### src/rtl/pe_feeder_if.sv
// Memory-read and PE-side signal bundle for pe_feeder.
// The master side is the feeder; the slave side is the memory and my_pe pair.
interface pe_feeder_if #(
  parameter int unsigned L_RAM_SIZE = 4,
  parameter int unsigned DATA_W     = 32
);
  logic                  mem_en;
  logic [L_RAM_SIZE:0]   mem_addr;
  logic [DATA_W-1:0]     mem_rdata;
  logic                  pe_aresetn;
  logic                  pe_we;
  logic [L_RAM_SIZE-1:0] pe_addr;
  logic [DATA_W-1:0]     pe_din;
  logic [DATA_W-1:0]     pe_ain;
  logic                  pe_valid;
  logic                  pe_dvalid;
  logic [DATA_W-1:0]     pe_dout;

  modport master (
    output mem_en, mem_addr,
    input  mem_rdata,
    output pe_aresetn, pe_we, pe_addr, pe_din, pe_ain, pe_valid,
    input  pe_dvalid, pe_dout
  );

  modport slave (
    input  mem_en, mem_addr,
    output mem_rdata,
    input  pe_aresetn, pe_we, pe_addr, pe_din, pe_ain, pe_valid,
    output pe_dvalid, pe_dout
  );
endinterface

### src/rtl/pe_feeder.sv
// Job sequencer for one my_pe: loads din into the PE RAM, streams ain one
// element per valid/dvalid handshake and captures the final PE output.
module pe_feeder #(
  parameter int unsigned L_RAM_SIZE = 4,
  parameter int unsigned DATA_W     = 32
) (
  input  logic              aclk,
  input  logic              areset,
  input  logic              start,
  output logic              busy,
  output logic              done,
  output logic [DATA_W-1:0] result,
  pe_feeder_if.master       bus
);

  localparam int unsigned KW = L_RAM_SIZE + 1;
  localparam int unsigned N  = 1 << L_RAM_SIZE;
  localparam logic [KW-1:0] LP_N    = KW'(N);
  localparam logic [KW-1:0] LP_LAST = KW'(N - 1);

  typedef enum logic [2:0] {
    S_IDLE, S_CLEAR, S_LOAD, S_CALC_RD, S_CALC_ISSUE, S_CALC_WAIT, S_DONE
  } state_t;

  state_t                r_state;
  logic [KW-1:0]         r_k;
  logic                  r_busy;
  logic                  r_done;
  logic [DATA_W-1:0]     r_result;
  logic                  r_mem_en;
  logic [KW-1:0]         r_mem_addr;
  logic                  r_pe_aresetn;
  logic                  r_pe_we;
  logic [L_RAM_SIZE-1:0] r_pe_addr;
  logic [DATA_W-1:0]     r_pe_din;
  logic [DATA_W-1:0]     r_pe_ain;
  logic                  r_pe_valid;

  logic [KW-1:0]         w_k_inc;
  logic [KW-1:0]         w_ain_next;
  logic [L_RAM_SIZE-1:0] w_wr_addr;

  assign w_k_inc    = r_k + KW'(1);
  assign w_ain_next = LP_N + w_k_inc;
  assign w_wr_addr  = L_RAM_SIZE'(r_k - KW'(1));

  always_ff @(posedge aclk) begin
    if (areset) begin
      r_state      <= S_IDLE;
      r_k          <= '0;
      r_busy       <= 1'b0;
      r_done       <= 1'b0;
      r_result     <= '0;
      r_mem_en     <= 1'b0;
      r_mem_addr   <= '0;
      r_pe_aresetn <= 1'b0;
      r_pe_we      <= 1'b0;
      r_pe_addr    <= '0;
      r_pe_din     <= '0;
      r_pe_ain     <= '0;
      r_pe_valid   <= 1'b0;
    end else begin
      r_done       <= 1'b0;
      r_mem_en     <= 1'b0;
      r_pe_we      <= 1'b0;
      r_pe_valid   <= 1'b0;
      r_pe_aresetn <= 1'b1;
      unique case (r_state)
        S_IDLE: begin
          if (start) begin
            r_state      <= S_CLEAR;
            r_busy       <= 1'b1;
            r_pe_aresetn <= 1'b0;
          end
        end
        S_CLEAR: begin
          r_state    <= S_LOAD;
          r_k        <= '0;
          r_mem_en   <= 1'b1;
          r_mem_addr <= '0;
        end
        // Step k issues read k+1 and writes the word returned for read k-1,
        // so the final (drain) step k==N only writes.
        S_LOAD: begin
          if (r_k != '0) begin
            r_pe_we   <= 1'b1;
            r_pe_addr <= w_wr_addr;
            r_pe_din  <= bus.mem_rdata;
          end
          if (r_k == LP_N) begin
            r_state    <= S_CALC_RD;
            r_k        <= '0;
            r_mem_en   <= 1'b1;
            r_mem_addr <= LP_N;
          end else begin
            r_k <= w_k_inc;
            if (r_k != LP_LAST) begin
              r_mem_en   <= 1'b1;
              r_mem_addr <= w_k_inc;
            end
          end
        end
        S_CALC_RD: begin
          r_state <= S_CALC_ISSUE;
        end
        S_CALC_ISSUE: begin
          r_pe_ain   <= bus.mem_rdata;
          r_pe_addr  <= r_k[L_RAM_SIZE-1:0];
          r_pe_valid <= 1'b1;
          r_state    <= S_CALC_WAIT;
        end
        S_CALC_WAIT: begin
          if (bus.pe_dvalid) begin
            if (r_k == LP_LAST) begin
              r_result <= bus.pe_dout;
              r_done   <= 1'b1;
              r_state  <= S_DONE;
            end else begin
              r_k        <= w_k_inc;
              r_mem_en   <= 1'b1;
              r_mem_addr <= w_ain_next;
              r_state    <= S_CALC_RD;
            end
          end
        end
        S_DONE: begin
          r_busy  <= 1'b0;
          r_state <= S_IDLE;
        end
        default: r_state <= S_IDLE;
      endcase
    end
  end

  assign busy           = r_busy;
  assign done           = r_done;
  assign result         = r_result;
  assign bus.mem_en     = r_mem_en;
  assign bus.mem_addr   = r_mem_addr;
  assign bus.pe_aresetn = r_pe_aresetn;
  assign bus.pe_we      = r_pe_we;
  assign bus.pe_addr    = r_pe_addr;
  assign bus.pe_din     = r_pe_din;
  assign bus.pe_ain     = r_pe_ain;
  assign bus.pe_valid   = r_pe_valid;

endmodule
### src/flat_wrapper.sv
// flat-port wrapper written by rule: the top's interface ports become plain ports
module pe_feeder_flat 
#(
  parameter int unsigned L_RAM_SIZE = 4,
  parameter int unsigned DATA_W     = 32
)
  (aclk, areset, start, busy, done, result, bus_mem_en, bus_mem_addr, bus_mem_rdata, bus_pe_aresetn, bus_pe_we, bus_pe_addr, bus_pe_din, bus_pe_ain, bus_pe_valid, bus_pe_dvalid, bus_pe_dout);
  pe_feeder_if #(.L_RAM_SIZE(L_RAM_SIZE), .DATA_W(DATA_W)) bus_i ();
  input  logic aclk;
  input  logic areset;
  input  logic start;
  output logic busy;
  output logic done;
  output logic [DATA_W-1:0] result;
  output wire logic [$bits(bus_i.mem_en)-1:0] bus_mem_en;
  output wire logic [$bits(bus_i.mem_addr)-1:0] bus_mem_addr;
  input wire logic [$bits(bus_i.mem_rdata)-1:0] bus_mem_rdata;
  output wire logic [$bits(bus_i.pe_aresetn)-1:0] bus_pe_aresetn;
  output wire logic [$bits(bus_i.pe_we)-1:0] bus_pe_we;
  output wire logic [$bits(bus_i.pe_addr)-1:0] bus_pe_addr;
  output wire logic [$bits(bus_i.pe_din)-1:0] bus_pe_din;
  output wire logic [$bits(bus_i.pe_ain)-1:0] bus_pe_ain;
  output wire logic [$bits(bus_i.pe_valid)-1:0] bus_pe_valid;
  input wire logic [$bits(bus_i.pe_dvalid)-1:0] bus_pe_dvalid;
  input wire logic [$bits(bus_i.pe_dout)-1:0] bus_pe_dout;
  assign bus_mem_en = bus_i.mem_en;
  assign bus_mem_addr = bus_i.mem_addr;
  assign bus_i.mem_rdata = bus_mem_rdata;
  assign bus_pe_aresetn = bus_i.pe_aresetn;
  assign bus_pe_we = bus_i.pe_we;
  assign bus_pe_addr = bus_i.pe_addr;
  assign bus_pe_din = bus_i.pe_din;
  assign bus_pe_ain = bus_i.pe_ain;
  assign bus_pe_valid = bus_i.pe_valid;
  assign bus_i.pe_dvalid = bus_pe_dvalid;
  assign bus_i.pe_dout = bus_pe_dout;
  pe_feeder #(.L_RAM_SIZE(L_RAM_SIZE), .DATA_W(DATA_W)) u_core (.aclk(aclk), .areset(areset), .start(start), .busy(busy), .done(done), .result(result), .bus(bus_i));
endmodule
### config.mk
export PLATFORM = sky130hd
export DESIGN_NAME = pe_feeder_flat
export DESIGN_NICKNAME = d
export VERILOG_FILES = /design/src/rtl/pe_feeder_if.sv /design/src/rtl/pe_feeder.sv /design/src/flat_wrapper.sv
export SDC_FILE = /design/constraint.sdc
export NUM_CORES = 1
export LEC_CHECK = 0
export ABC_AREA = 0
export CORE_UTILIZATION = 43
export DETAILED_ROUTE_END_ITERATION = 6
export PLACE_DENSITY = 0.76
export SLEW_MARGIN = 20
export SYNTH_ARGS = -nofsm -noshare
export SYNTH_HDL_FRONTEND = slang
export SYNTH_SLANG_ARGS = --single-unit
### constraint.sdc
create_clock -name aclk -period 2.5 [get_ports aclk]
set_input_delay 0.625 -clock aclk [delete_from_list [all_inputs] [get_ports aclk]]
set_output_delay 0.625 -clock aclk [all_outputs]
set_load 0.02 [all_outputs]
# Yosys cells after proc, flatten, opt, wreduce, memory -nomap -nowiden
# Index checks and enable logic that the tools add are counted.
# W data, S select, Z words.
# totals
word_cells,76
ram_bits,0
n_memories,0
register_bits,119
latch_bits,0
mem_bits_ro,0
inputBits,68
output_inout_bits,111
# classes
mul,0
bitwise_logic,3
mux,28
n_div,0
n_addsub,3
reduce_logical,14
eq_ne,15
shifts,0
order_cmp,0
# op_table
op,count
$mux W5,7
$pmux W5 S3,2
$pmux W3 S6,1
$mux W3,4
$mux W1,10
$eq A3 B3 Y1 const B,3
$reduce_and A3 Y1,3
$pmux W4 S2,1
$eq A3 B2 Y1 const B,2
$ne A2 B2 Y1 const B,3
$reduce_and A2 Y1,3
$add A5 B1 Y5 const B,1
$add A5 B5 Y5 const A,1
$eq A5 B4 Y1 const B,1
$eq A5 B5 Y1 const B,1
$ne A5 B4 Y1 const B,1
$reduce_bool A5 Y1,1
$mux W4,1
$ne A2 B1 Y1 const B,2
$reduce_and A4 Y1,1
$reduce_bool A2 Y1,2
$sub A4 B1 Y4 const B,1
$eq A3 B1 Y1 const B,1
$logic_not A3 Y1,1
other kinds (7),9

# Longest topological paths before layout
# logic_depth
ltp_word,5
mapped_depth,9
mapped_depth_nobuf,7

# Worst setup path after synthesis
# No wires, ideal clock.
# synth_path
path_type,register -> register
from,register u_core.r_k[1]
to,register u_core.r_result[10] (netlist: u_core.result[10])
path_stages_with_launch,10
path_buffers,2
period_less_slack_ps,1936
t_arrival_ps,1804
slack_ps,564
required_ps,2368
setup_time_ps,132
path_cell_list,dfxtp_1 ha_1 and3_1 ha_1 nand2_1 or2_2 clkbuf_1 clkbuf_1 nand2_1 a21oi_1
# synth_via
elab_chain_cells,2
# synth_lines
element,line_no,text
from (decl),pe_feeder.sv:26,logic [KW-1:0] r_k;
from (signal assigned),pe_feeder.sv:96,r_k <= w_k_inc;
from (signal assigned),pe_feeder.sv:119,r_k <= w_k_inc;
$eq A5 B4 Y1,pe_feeder.sv:114,if (r_k == LP_LAST) begin
$reduce_and A3 Y1 (no line),--,
to (signal assigned),pe_feeder.sv:115,r_result <= bus.pe_dout;
to (decl),pe_feeder.sv:29,logic [DATA_W-1:0] r_result;
# Every way passes these cells.
# A chain may end at the register's enable or synchronous reset.

# Worst setup path after layout
# layout_path
from,register u_core.r_k[0]
to,register u_core.r_result[23] (netlist: u_core.result[23])
# The elaborated chain is that of the path after synthesis.

==> results.toml <==
[placed_design]
dp_cells = 843
post-dp-hpwl_mm = 8.32
gp_congestion = 0.807
port_buffers = 178
place_area_mm2 = 0.00636

[worst_setup_path]
cp-startpoint = "u_core.r_k[0]"
critical_path.top_delay_family = "simple AND/OR/NAND/NOR gates"
r2r-start = "u_core.r_k[0]"
worstPathMaxFanout = 33
crit_type = "flip-flop to flip-flop"
cp_cell_sequence = "ha_1 > and3_1 > ha_1 > nand2_1 > or2_2 > nand2_1 > a21oi_1"
startpoint_type = "flip-flop"
worst_path_max_delay_cell = "or2_2"
crit_buf_inv = 0
reg2reg_slack_ns = 0.30
reg2reg_depth = 7
crit_end = "u_core.result[23]"
cp-end-kind = "flip-flop"
path_depth = 7
crit_required_ns = 2.87
cp.arrival_ns = 2.57
rr_endpoint = "u_core.result[23]"
cpPeakStageDelay_ns = 0.55

[clock_tree]
clock-sinks = 119
post_cts_buffers = 0
root_buffer = "clkbuf_8"
cts_max_level = 4
cts_inserted_buffers = 17
tritoncts = "yes"
insertion_delay_ns = 0.49
cts_resized = 0
cts_buffer_depth = 2
cts_hold_buf = 0
path_clk_slew_ns = 0.06

[floorplanning]
coreArea_mm2 = 0.0103
die_w_um = 105
die-area_mm2 = 0.0110
start_util = 0.443
core.rowCount = 37
pin_count = 179
die_h_um = 105

[cells_and_area]
final_common_cell = "nand2_1"
mostFrequentLayoutCells = "nand2_1, clkdlybuf4s50_1, dfxtp_1"
syn_to_final_growth_pct = 51.3
stdcell_area_mm2 = 0.00689
num_antenna_cells = 0
fin_cells = 875
layout-drive-gt1-share = 0.0717
finalNetCount = 798

[flow_run]
maxCapViolCount = 0

[timing]
finalCriticalPeriod_ns = 2.20
setup_tns_ns = 0
post-route-period-util = 0.881
setup_violations = 0
grt_setup_unrepaired = "no"
slew_viol_final = 0
skew_ns = 0.00879
fmax_mhz = 454
worstMarginPinSlew_ns = 0.840
hold_viol = 0
maxSlewHeadroom = 0.438

[synthesis]
synth_top_cell_by_area = "dfxtp_1"
synthTopCellsByArea = "dfxtp_1, nand2_1, a21oi_1"
synth_top_area_frac = 0.523
synthFlopType = "dfxtp_1"
seq_area_frac_synth = 0.523
synth_fp_nets = 634
yosys_warnings = 0
netlist_area_mm2 = 0.00455
synth_edf_count = 0
ys_async_sr_fraction = 0
ys_ff_latch = 119
synth_cell_type_count = 49
syn-instance-count = 562
postSynthAreaPerCell_um2 = 8.10

[global_route]
grt_pass1_vias = 4215
grt_max_degree = 52
gr-total-overflow = 0
antenna_found_initial = 0
grt_pass1_wl_mm = 20.1
track_usage = 0.225

[routing]
avgRoutedWirePerCell_um = 14.1
vias = 4436
maxUsedRoutingLayer = "met4"
drt-initial-drc-count = 168
drt-total-wl_mm = 12.3
dr_wl_met2_mm = 6.06
via_per_inst = 5.07
drc = 0
met1_length_mm = 5.44
detailedRoute.firstPassIterationCount = 4
dr_wl_met3_um = 786
drt.antenna.violating_nets = 0

[power]
power_density_mw_per_mm2 = 647
p_leak_nw = 2.32
vdd_drop_max_uv = 463

[min_path]
hold_start = "u_core.bus.pe_din[5]"
hp-class = "flip-flop to flip-flop"

[status]
status = "complete, no violations"
==> worst register-to-register path, stage by stage, from the launching register on <==
cell	delay (ns)
dfxtp_1	0.43
ha_1	0.27
and3_1	0.18
ha_1	0.25
nand2_1	0.13
or2_2	0.55
nand2_1	0.18
a21oi_1	0.08
==> synth_stat cells, types with 2 or more instances <==
| cell type | n |
|---|---|
| nand3_1 | 14 |
| clkbuf_1 | 23 |
| nor3_1 | 3 |
| o21ai_0 | 5 |
| ha_1 | 4 |
| a211oi_1 | 2 |
| buf_1 | 3 |
| buf_4 | 4 |
| nand2_1 | 199 |
| o21ai_1 | 4 |
| a31oi_1 | 5 |
| a21oi_1 | 109 |
| nor2_1 | 8 |
| buf_6 | 5 |
| o211ai_1 | 9 |
| nand2b_1 | 3 |
| dfxtp_1 | 119 |
| inv_1 | 7 |
| buf_2 | 6 |
==> registers in the layout, summed over array words and instances, names as in the netlist, 3 cells and up <==
| register | cells |
|---|---|
| u_core.bus.pe_addr | 4 |
| u_core.r_state | 3 |
| u_core.bus.pe_ain | 32 |
| u_core.r_k | 5 |
| u_core.result | 32 |
| u_core.bus.pe_din | 32 |
| u_core.bus.mem_addr | 5 |
==> power breakdown <==
| part | internal, mW | switching, mW |
|---|---|---|
| Combinational | 0.186 | 0.187 |
| Clock | 1.31 | 0.826 |
| Sequential | 1.93 | 0.0288 |
==> worst min path at each step <==
| stage | slack [ns] | cells past startpoint | end |
|---|---|---|---|
| 6_report | 0.45 | 2 | u_core.bus.pe_din[5] |
| 3_3_place_gp | 0.44 | 2 | u_core.result[23] |
| 3_5_place_dp | 0.45 | 2 | u_core.bus.pe_din[27] |
| 5_1_grt | 0.47 | 2 | u_core.bus.pe_din[19] |
| 4_1_cts | 0.45 | 2 | u_core.bus.pe_din[27] |
| 2_1_floorplan | 0.48 | 2 | u_core.bus.pe_addr[1] |
==> metal layers <==
layer | global-route usage | vias to the layer above
met5 | 0 | -
met4 | 0.0563 | 0
met3 | 0.0574 | 6
met2 | 0.386 | 161
met1 | 0.282 | 2064
li1 | - | 2205
==> cells by family after synthesis <==
family / Yosys count / share of synthesized area
buffers and inverters: 49 / 0.0536
xor gates and xnor gates: 2 / 0.00385
adders and majority gates: 4 / 0.0110
DFF: 119 / 0.523
and+or+nand+nor: 244 / 0.231
AOI/OAI and AO/OA: 144 / 0.177
==> layout make-up <==
class / instances / area, µm²
Fill cell: 872 / 3380
Multi-Input combinational cell: 394 / 1930
Timing Repair Buffer: 186 / 1850
Clock buffer: 19 / 422
Clock inverter: 13 / 106
Tap cell: 136 / 170
Sequential cell: 119 / 2380
Inverter: 8 / 30.0
==> through the flow <==
| stage | worst slack [ns] | util | power, mW | hold slack [ns] |
|---|---|---|---|---|
| finish | 0.298 | 0.671 | 4.46 | 0.455 |
| detailed placement | 0.302 | 0.619 | 2.36 | 0.447 |
| global route | 0.0931 | 0.671 | 4.63 | 0.472 |
| floorplan | 0.564 | - | 2.17 | 0.483 |
| global placement | 0.362 | 0.619 | 2.36 | 0.441 |
| CTS | 0.297 | 0.671 | 4.50 | 0.454 |
No activity file was read; power rests on OpenSTA's default activity.
